--- src/rtl/conway_neighbor_sequencer_pkg.sv ---
// Shared types and default rule constants for the Conway neighbour sequencer.
package conway_pkg;

    typedef enum logic [1:0] {
        IDLE,
        COUNT,
        EVAL,
        DONE
    } seq_state_t;

    localparam int DEFAULT_NUM_NEIGHBORS = 8;
    localparam int DEFAULT_BIRTH_COUNT   = 3;
    localparam int DEFAULT_SURVIVE_MIN   = 2;
    localparam int DEFAULT_SURVIVE_MAX   = 3;

endpackage

--- src/rtl/conway_neighbor_sequencer_if.sv ---
// Request/result bundle between the grid-update controller (master) and the sequencer (slave).
interface conway_neighbor_sequencer_if
    import conway_pkg::*;
#(
    parameter int NUM_NEIGHBORS = DEFAULT_NUM_NEIGHBORS,
    parameter int COUNT_WIDTH   = $clog2(NUM_NEIGHBORS + 1)
);

    logic                     i_start;
    logic                     i_alive_in;
    logic [NUM_NEIGHBORS-1:0] i_neighbors;
    logic                     o_ready;
    logic [COUNT_WIDTH-1:0]   o_count;
    logic                     o_alive_out;
    logic                     o_done;

    modport master (
        output i_start, i_alive_in, i_neighbors,
        input  o_ready, o_count, o_alive_out, o_done
    );

    modport slave (
        input  i_start, i_alive_in, i_neighbors,
        output o_ready, o_count, o_alive_out, o_done
    );

endinterface

--- src/rtl/conway_neighbor_sequencer_accumulator.sv ---
// Narrow live-neighbour counter: adds a single bit per cycle, with a synchronous clear.
module neighbor_accumulator #(
    parameter int COUNT_WIDTH = 4
) (
    input  logic                   i_clk,
    input  logic                   i_rst_n,
    input  logic                   i_clear,
    input  logic                   i_inc,
    output logic [COUNT_WIDTH-1:0] o_acc
);

    logic [COUNT_WIDTH-1:0] r_acc;

    always_ff @(posedge i_clk or negedge i_rst_n) begin
        if (!i_rst_n) begin
            r_acc <= '0;
        end else if (i_clear) begin
            r_acc <= '0;
        end else begin
            r_acc <= r_acc + COUNT_WIDTH'(i_inc);
        end
    end

    assign o_acc = r_acc;

endmodule

--- src/rtl/conway_neighbor_sequencer.sv ---
// Serial Conway cell evaluator: shifts neighbour bits into a narrow accumulator,
// then applies the birth/survival rule and pulses DONE with the registered result.
module conway_neighbor_sequencer
    import conway_pkg::*;
#(
    parameter int NUM_NEIGHBORS = DEFAULT_NUM_NEIGHBORS,
    parameter int BIRTH_COUNT   = DEFAULT_BIRTH_COUNT,
    parameter int SURVIVE_MIN   = DEFAULT_SURVIVE_MIN,
    parameter int SURVIVE_MAX   = DEFAULT_SURVIVE_MAX
) (
    input  logic                         i_clk,
    input  logic                         i_rst_n,
    conway_neighbor_sequencer_if.slave   bus
);

    localparam int COUNT_WIDTH = $clog2(NUM_NEIGHBORS + 1);

    seq_state_t               r_state;
    seq_state_t               w_next_state;
    logic [NUM_NEIGHBORS-1:0] r_shreg;
    logic [COUNT_WIDTH-1:0]   r_idx;
    logic [COUNT_WIDTH-1:0]   r_count;
    logic                     r_alive_q;
    logic                     r_alive_out;
    logic [COUNT_WIDTH-1:0]   w_acc;
    logic                     w_accept;
    logic                     w_last;
    logic                     w_inc;
    logic                     w_survive;
    logic                     w_birth;

    assign w_last    = (r_idx == COUNT_WIDTH'(NUM_NEIGHBORS - 1));
    assign w_inc     = (r_state == COUNT) & r_shreg[0];
    assign w_survive = (w_acc >= COUNT_WIDTH'(SURVIVE_MIN)) && (w_acc <= COUNT_WIDTH'(SURVIVE_MAX));
    assign w_birth   = (w_acc == COUNT_WIDTH'(BIRTH_COUNT));

    always_ff @(posedge i_clk or negedge i_rst_n) begin
        if (!i_rst_n) begin
            r_state <= IDLE;
        end else begin
            r_state <= w_next_state;
        end
    end

    // START is only honoured in IDLE; requests while busy are dropped, not queued.
    always_comb begin
        w_next_state = r_state;
        w_accept     = 1'b0;
        case (r_state)
            IDLE: begin
                if (bus.i_start) begin
                    w_accept     = 1'b1;
                    w_next_state = COUNT;
                end
            end
            COUNT:   if (w_last) w_next_state = EVAL;
            EVAL:    w_next_state = DONE;
            DONE:    w_next_state = IDLE;
            default: w_next_state = IDLE;
        endcase
    end

    always_ff @(posedge i_clk or negedge i_rst_n) begin
        if (!i_rst_n) begin
            r_shreg     <= '0;
            r_idx       <= '0;
            r_alive_q   <= 1'b0;
            r_count     <= '0;
            r_alive_out <= 1'b0;
        end else begin
            if (w_accept) begin
                r_shreg   <= bus.i_neighbors;
                r_alive_q <= bus.i_alive_in;
                r_idx     <= '0;
            end else if (r_state == COUNT) begin
                r_shreg <= r_shreg >> 1;
                r_idx   <= r_idx + COUNT_WIDTH'(1);
            end
            // Results persist from here until the next evaluation reaches EVAL.
            if (r_state == EVAL) begin
                r_count     <= w_acc;
                r_alive_out <= r_alive_q ? w_survive : w_birth;
            end
        end
    end

    neighbor_accumulator #(
        .COUNT_WIDTH (COUNT_WIDTH)
    ) u_acc (
        .i_clk   (i_clk),
        .i_rst_n (i_rst_n),
        .i_clear (w_accept),
        .i_inc   (w_inc),
        .o_acc   (w_acc)
    );

    assign bus.o_ready     = (r_state == IDLE);
    assign bus.o_done      = (r_state == DONE);
    assign bus.o_count     = r_count;
    assign bus.o_alive_out = r_alive_out;

endmodule
--- src/flat_wrapper.sv ---
// flat-port wrapper written by rule: the top's interface ports become plain ports
module conway_neighbor_sequencer_flat import conway_pkg::*;
#(
    parameter int NUM_NEIGHBORS = DEFAULT_NUM_NEIGHBORS,
    parameter int BIRTH_COUNT   = DEFAULT_BIRTH_COUNT,
    parameter int SURVIVE_MIN   = DEFAULT_SURVIVE_MIN,
    parameter int SURVIVE_MAX   = DEFAULT_SURVIVE_MAX
)
  (i_clk, i_rst_n, bus_i_start, bus_i_alive_in, bus_i_neighbors, bus_o_ready, bus_o_count, bus_o_alive_out, bus_o_done);
  conway_neighbor_sequencer_if #(.NUM_NEIGHBORS(NUM_NEIGHBORS)) bus_i ();
  input  logic i_clk;
  input  logic i_rst_n;
  input wire logic [$bits(bus_i.i_start)-1:0] bus_i_start;
  input wire logic [$bits(bus_i.i_alive_in)-1:0] bus_i_alive_in;
  input wire logic [$bits(bus_i.i_neighbors)-1:0] bus_i_neighbors;
  output wire logic [$bits(bus_i.o_ready)-1:0] bus_o_ready;
  output wire logic [$bits(bus_i.o_count)-1:0] bus_o_count;
  output wire logic [$bits(bus_i.o_alive_out)-1:0] bus_o_alive_out;
  output wire logic [$bits(bus_i.o_done)-1:0] bus_o_done;
  assign bus_i.i_start = bus_i_start;
  assign bus_i.i_alive_in = bus_i_alive_in;
  assign bus_i.i_neighbors = bus_i_neighbors;
  assign bus_o_ready = bus_i.o_ready;
  assign bus_o_count = bus_i.o_count;
  assign bus_o_alive_out = bus_i.o_alive_out;
  assign bus_o_done = bus_i.o_done;
  conway_neighbor_sequencer #(.NUM_NEIGHBORS(NUM_NEIGHBORS), .BIRTH_COUNT(BIRTH_COUNT), .SURVIVE_MIN(SURVIVE_MIN), .SURVIVE_MAX(SURVIVE_MAX)) u_core (.i_clk(i_clk), .i_rst_n(i_rst_n), .bus(bus_i));
endmodule
--- config.mk ---
export PLATFORM = sky130hd
export DESIGN_NAME = conway_neighbor_sequencer_flat
export DESIGN_NICKNAME = d
export VERILOG_FILES = /design/src/rtl/conway_neighbor_sequencer_pkg.sv /design/src/rtl/conway_neighbor_sequencer_if.sv /design/src/rtl/conway_neighbor_sequencer_accumulator.sv /design/src/rtl/conway_neighbor_sequencer.sv /design/src/flat_wrapper.sv
export SDC_FILE = /design/constraint.sdc
export NUM_CORES = 1
export LEC_CHECK = 0
export CAP_MARGIN = 5
export CORE_MARGIN = 8
export CORE_UTILIZATION = 35
export DETAILED_ROUTE_END_ITERATION = 10
export HOLD_SLACK_MARGIN = 0.15
export PLACE_DENSITY_LB_ADDON = 0.12
export REMOVE_ABC_BUFFERS = 1
export SYNTH_ARGS = -nofsm -noshare
export SYNTH_HDL_FRONTEND = slang
export SYNTH_HIERARCHICAL = 1
export SYNTH_SLANG_ARGS = --single-unit
--- constraint.sdc ---
create_clock -name i_clk -period 2.14 [get_ports i_clk]
set_input_delay 0.428 -clock i_clk [delete_from_list [all_inputs] [get_ports i_clk]]
set_output_delay 0.428 -clock i_clk [all_outputs]
set_load 0.02 [all_outputs]
==> out/results.tsv <==
stage	metric	value	unit
status	outcome	finished, final reports clean	
setup_path	worst-path cell chain	ha_1, clkdlybuf4s50_1	
synthesis	average size of a mapped cell	11.8	um^2
synthesis	Mapped Area	1140	um^2
route	Routed WL	1.94	mm
synthesis	sequential cell area fraction in the yosys report	52.6	%
route	Iter 0 DRT Violations	14	
placement	IO Port Bufs	18	
setup_path	Crit-path slowest cell	clkdlybuf4s50_1	
synthesis	count leader, synth	dfrtp_1	
sta	Fmax	0.528	GHz
cts	clock-pin slew on the worst setup and hold paths	0.13	ns
power	Max VDD drop	0.000594	V
power	power per cell area	1230	nW/um^2
global_routing	number of global-route vias before repair	763	
cts	CTS HTree Levels	1	
sta	hold slack final	0.455	ns
setup_path	CP peak stage delay	0.59	ns
setup_path	Critical Path AT	1.47	ns
global_routing	met2 GRT Util	12.6	%
cells_and_area	register area	601	um^2
power	Leakage	0.660	nW
setup_path	CP Max Fanout	4	
global_routing	Most Crowded Layer GR	met2	
route	total number of vias	729	
cells_and_area	fillers	300	
cts	Root Buffer	clkbuf_4	
setup_path	crit path capture type	output pin	
route	wire length per cell	11.9	um
sta	Final Hold Viols	0	
placement	HPWL after DPL	1.50	mm
global_routing	initial antenna violation count	0	
cells_and_area	fin nets	140	
synthesis	top post-synthesis cells by count	24 x dfrtp_1, 9 x mux2i_1, 9 x nand2_1	
route	via/cell ratio	4.47	
sta	RSZ-0062 raised after global routing	no	
setup_path	crit path buf inv count	1	
global_routing	first-pass GRT wire length	3.50	mm
cells_and_area	Final Instance Count excl. Fillers	163	
setup_path	Data required, critical path	1.71	ns
sta	final setup fails	0	
flow_run	Max-cap violations	0	
cells_and_area	synthesis-to-layout area growth	24.3	%
global_routing	largest net degree at the start of global routing	25	
cts	postcts setup bufs	0	
floorplan	number of I/O pins	19	
sta	Slew Viols, Final	0	
floorplan	Die Span X	73.1	um
floorplan	core box area	3080	um^2
synthesis	Synth area leaders	dfrtp_1 53%, ha_1 8.8%, mux2i_1 7.9%	
synthesis	asr flop ratio synth	100	%
synthesis	Yosys warnings	6	
synthesis	EDFF count, synth	0	
synthesis	Post-Synthesis Cells	97	
synthesis	top cell type by total area after synthesis	dfrtp_1	
hold_path	Worst Hold Class	primary input to async pin	
cells_and_area	share of cells above drive strength 1	13.4	%
setup_path	Largest delay share family, worst path	buffers and inverters	
sta	crit path time final	1.89	ns
global_routing	GR met3 Demand/Resource	2.61	%
cells_and_area	number of diodes	0	
sta	crit share post-route	88.5	%
cts	clock latency on the worst-skew pair	0.31	ns
sta	Final TNS setup	0	ns
route	Initial DRT Pass Iterations	4	
placement	RePlAce Congestion	0.640	
cts	Longest Clk Path Bufs	2	
floorplan	die span in y	73.1	um
global_routing	total gr overflow	0	
floorplan	Initial Utilization	37.1	%
sta	Rel. slew slack	79.8	%
setup_path	crit path kind	register to output pin	
synthesis	Primary FF master, synth	dfrtp_1	
synthesis	library cells used by synthesis	23	
placement	Post-Place Cells	159	
global_routing	GR Util All Layers	8.34	%
cts	clk sinks	24	
route	Antenna Violating Nets Remaining	0	
sta	Slew @ Worst Pin	0.303	ns
setup_path	CP Launch Type	register	
sta	Final Skew	0.00307	ns
cells_and_area	area of the multi-input gates	504	um^2
floorplan	die area	5350	um^2
cts	CTS tree	yes	
floorplan	FP Rows	20	
route	DRC Markers	0	
global_routing	GR Util met1	10.4	%
cts	TritonCTS Buffers	3	
synthesis	Synth Register Bits	24	
synthesis	Yosys top cell area share	52.6	%
-- routing by layer --
layer,up-vias,part of all wire (%)
met5,-,0
met4,0,0.83
met3,2,4.1
met2,8,46
met1,351,49
li1,368,-
-- logic make-up (layout without fill, tap and decap cells) --
kind of cell / after synthesis / count (layout) / synth area share, %
DFF: 24 / 24 / 52.6
muxes: 16 / 16 / 15.1
xor gates and xnor gates: 4 / 4 / 3.07
adders and majority gates: 8 / 8 / 8.76
buffers and inverters: 7 / 29 / 3.29
AOI/OAI and AO/OA: 11 / 11 / 5.15
and+or+nand+nor: 27 / 27 / 12.0
-- sequential cells by signal (all words and copies together) (netlist names) --
signal                  flops
u_core/r_alive_q            1
u_core/r_shreg              8
u_core/bus.o_count          4
u_core/r_idx                4
u_core/r_state              2
u_core/u_acc/o_acc          4
u_core/bus.o_alive_out      1
-- per-stage QoR --
step | setup slack, ns | power (mW) | util, % | cell area (um^2)
6_report | 0.246 | 1.75 | 46.1 | 1420
3_5_place_dp | 0.399 | 1.54 | 44.9 | 1380
5_1_grt | 0.189 | 1.91 | 46.1 | 1420
4_1_cts | 0.0358 | 1.78 | 46.1 | 1420
2_1_floorplan | 0.289 | 1.27 | - | 1120
3_3_place_gp | 0.440 | 1.51 | 44.9 | 1380
-- worst register-to-register path, cell delays in order, from the launching register on --
cell and delay (ns):
dfrtp_1 0.41, inv_1 0.09, ha_1 0.21, and2_1 0.15, ha_1 0.22, ha_1 0.28, nor2b_1 0.13
-- where the power goes --
part	leakage, nW	total, mW	internal [mW]	switching (mW)
logic	0.328	0.766	0.388	0.378
registers	0.312	0.744	0.628	0.115
clock network	0.0210	0.236	0.104	0.132
-- path summary, 6_finish.rpt --
check,end,startpoint,cells past startpoint,slack (ns)
setup reg to reg,u_core/u_acc/o_acc[1],u_core/r_state[1],6,0.57
hold / removal,u_core/bus.o_count[1],i_rst_n,2,0.46
setup / recovery,bus_o_done,u_core/r_state[1],2,0.25
min in group i_clk,u_core/bus.o_count[3],u_core/bus.o_count[3],1,0.52
max in group asynchronous,u_core/r_idx[3],i_rst_n,2,1.45
hold reg to reg,u_core/bus.o_count[3],u_core/bus.o_count[3],1,0.52
-- final cells by class --
class,instances,share of cell area (%)
flip-flops and latches,24,42.3
repair buffers,22,15.0
inverters,3,0.793
multi-input cells,66,35.5
well taps,44,3.88
clock buffers,4,2.56
-- cells in the final DEF, fill, tap and decap left out --
cell             Yosys  layout
and2_1               2       2
clkbuf_8             0       1
mux2_4               1       1
nand4_1              1       1
clkbuf_4             0       3
nor2_1               7       7
xor2_1               2       2
xnor2_1              2       2
buf_4                0       4
mux2_1               1       1
nand3b_1             1       1
ha_1                 8       8
dfrtp_1             24      24
nor2b_1              4       4
nand2_1              9       9
mux2i_1              9       9
o21ai_0              2       2
nand2b_1             1       1
clkdlybuf4s50_1      0      17
o21ai_1              8       8
inv_1                3       3
nor4bb_1             1       1
dlymetal6s2s_1       0       1
a21oi_2              1       1
mux2_2               5       5
nand3_2              1       1
-- timing repair --
item / CTS / global route
gates resized for setup: 0 / 1
hold buffers: 0 / 0
endpoints found under the setup margin: 0 / 1
No activity file was read; power rests on OpenSTA's default activity.
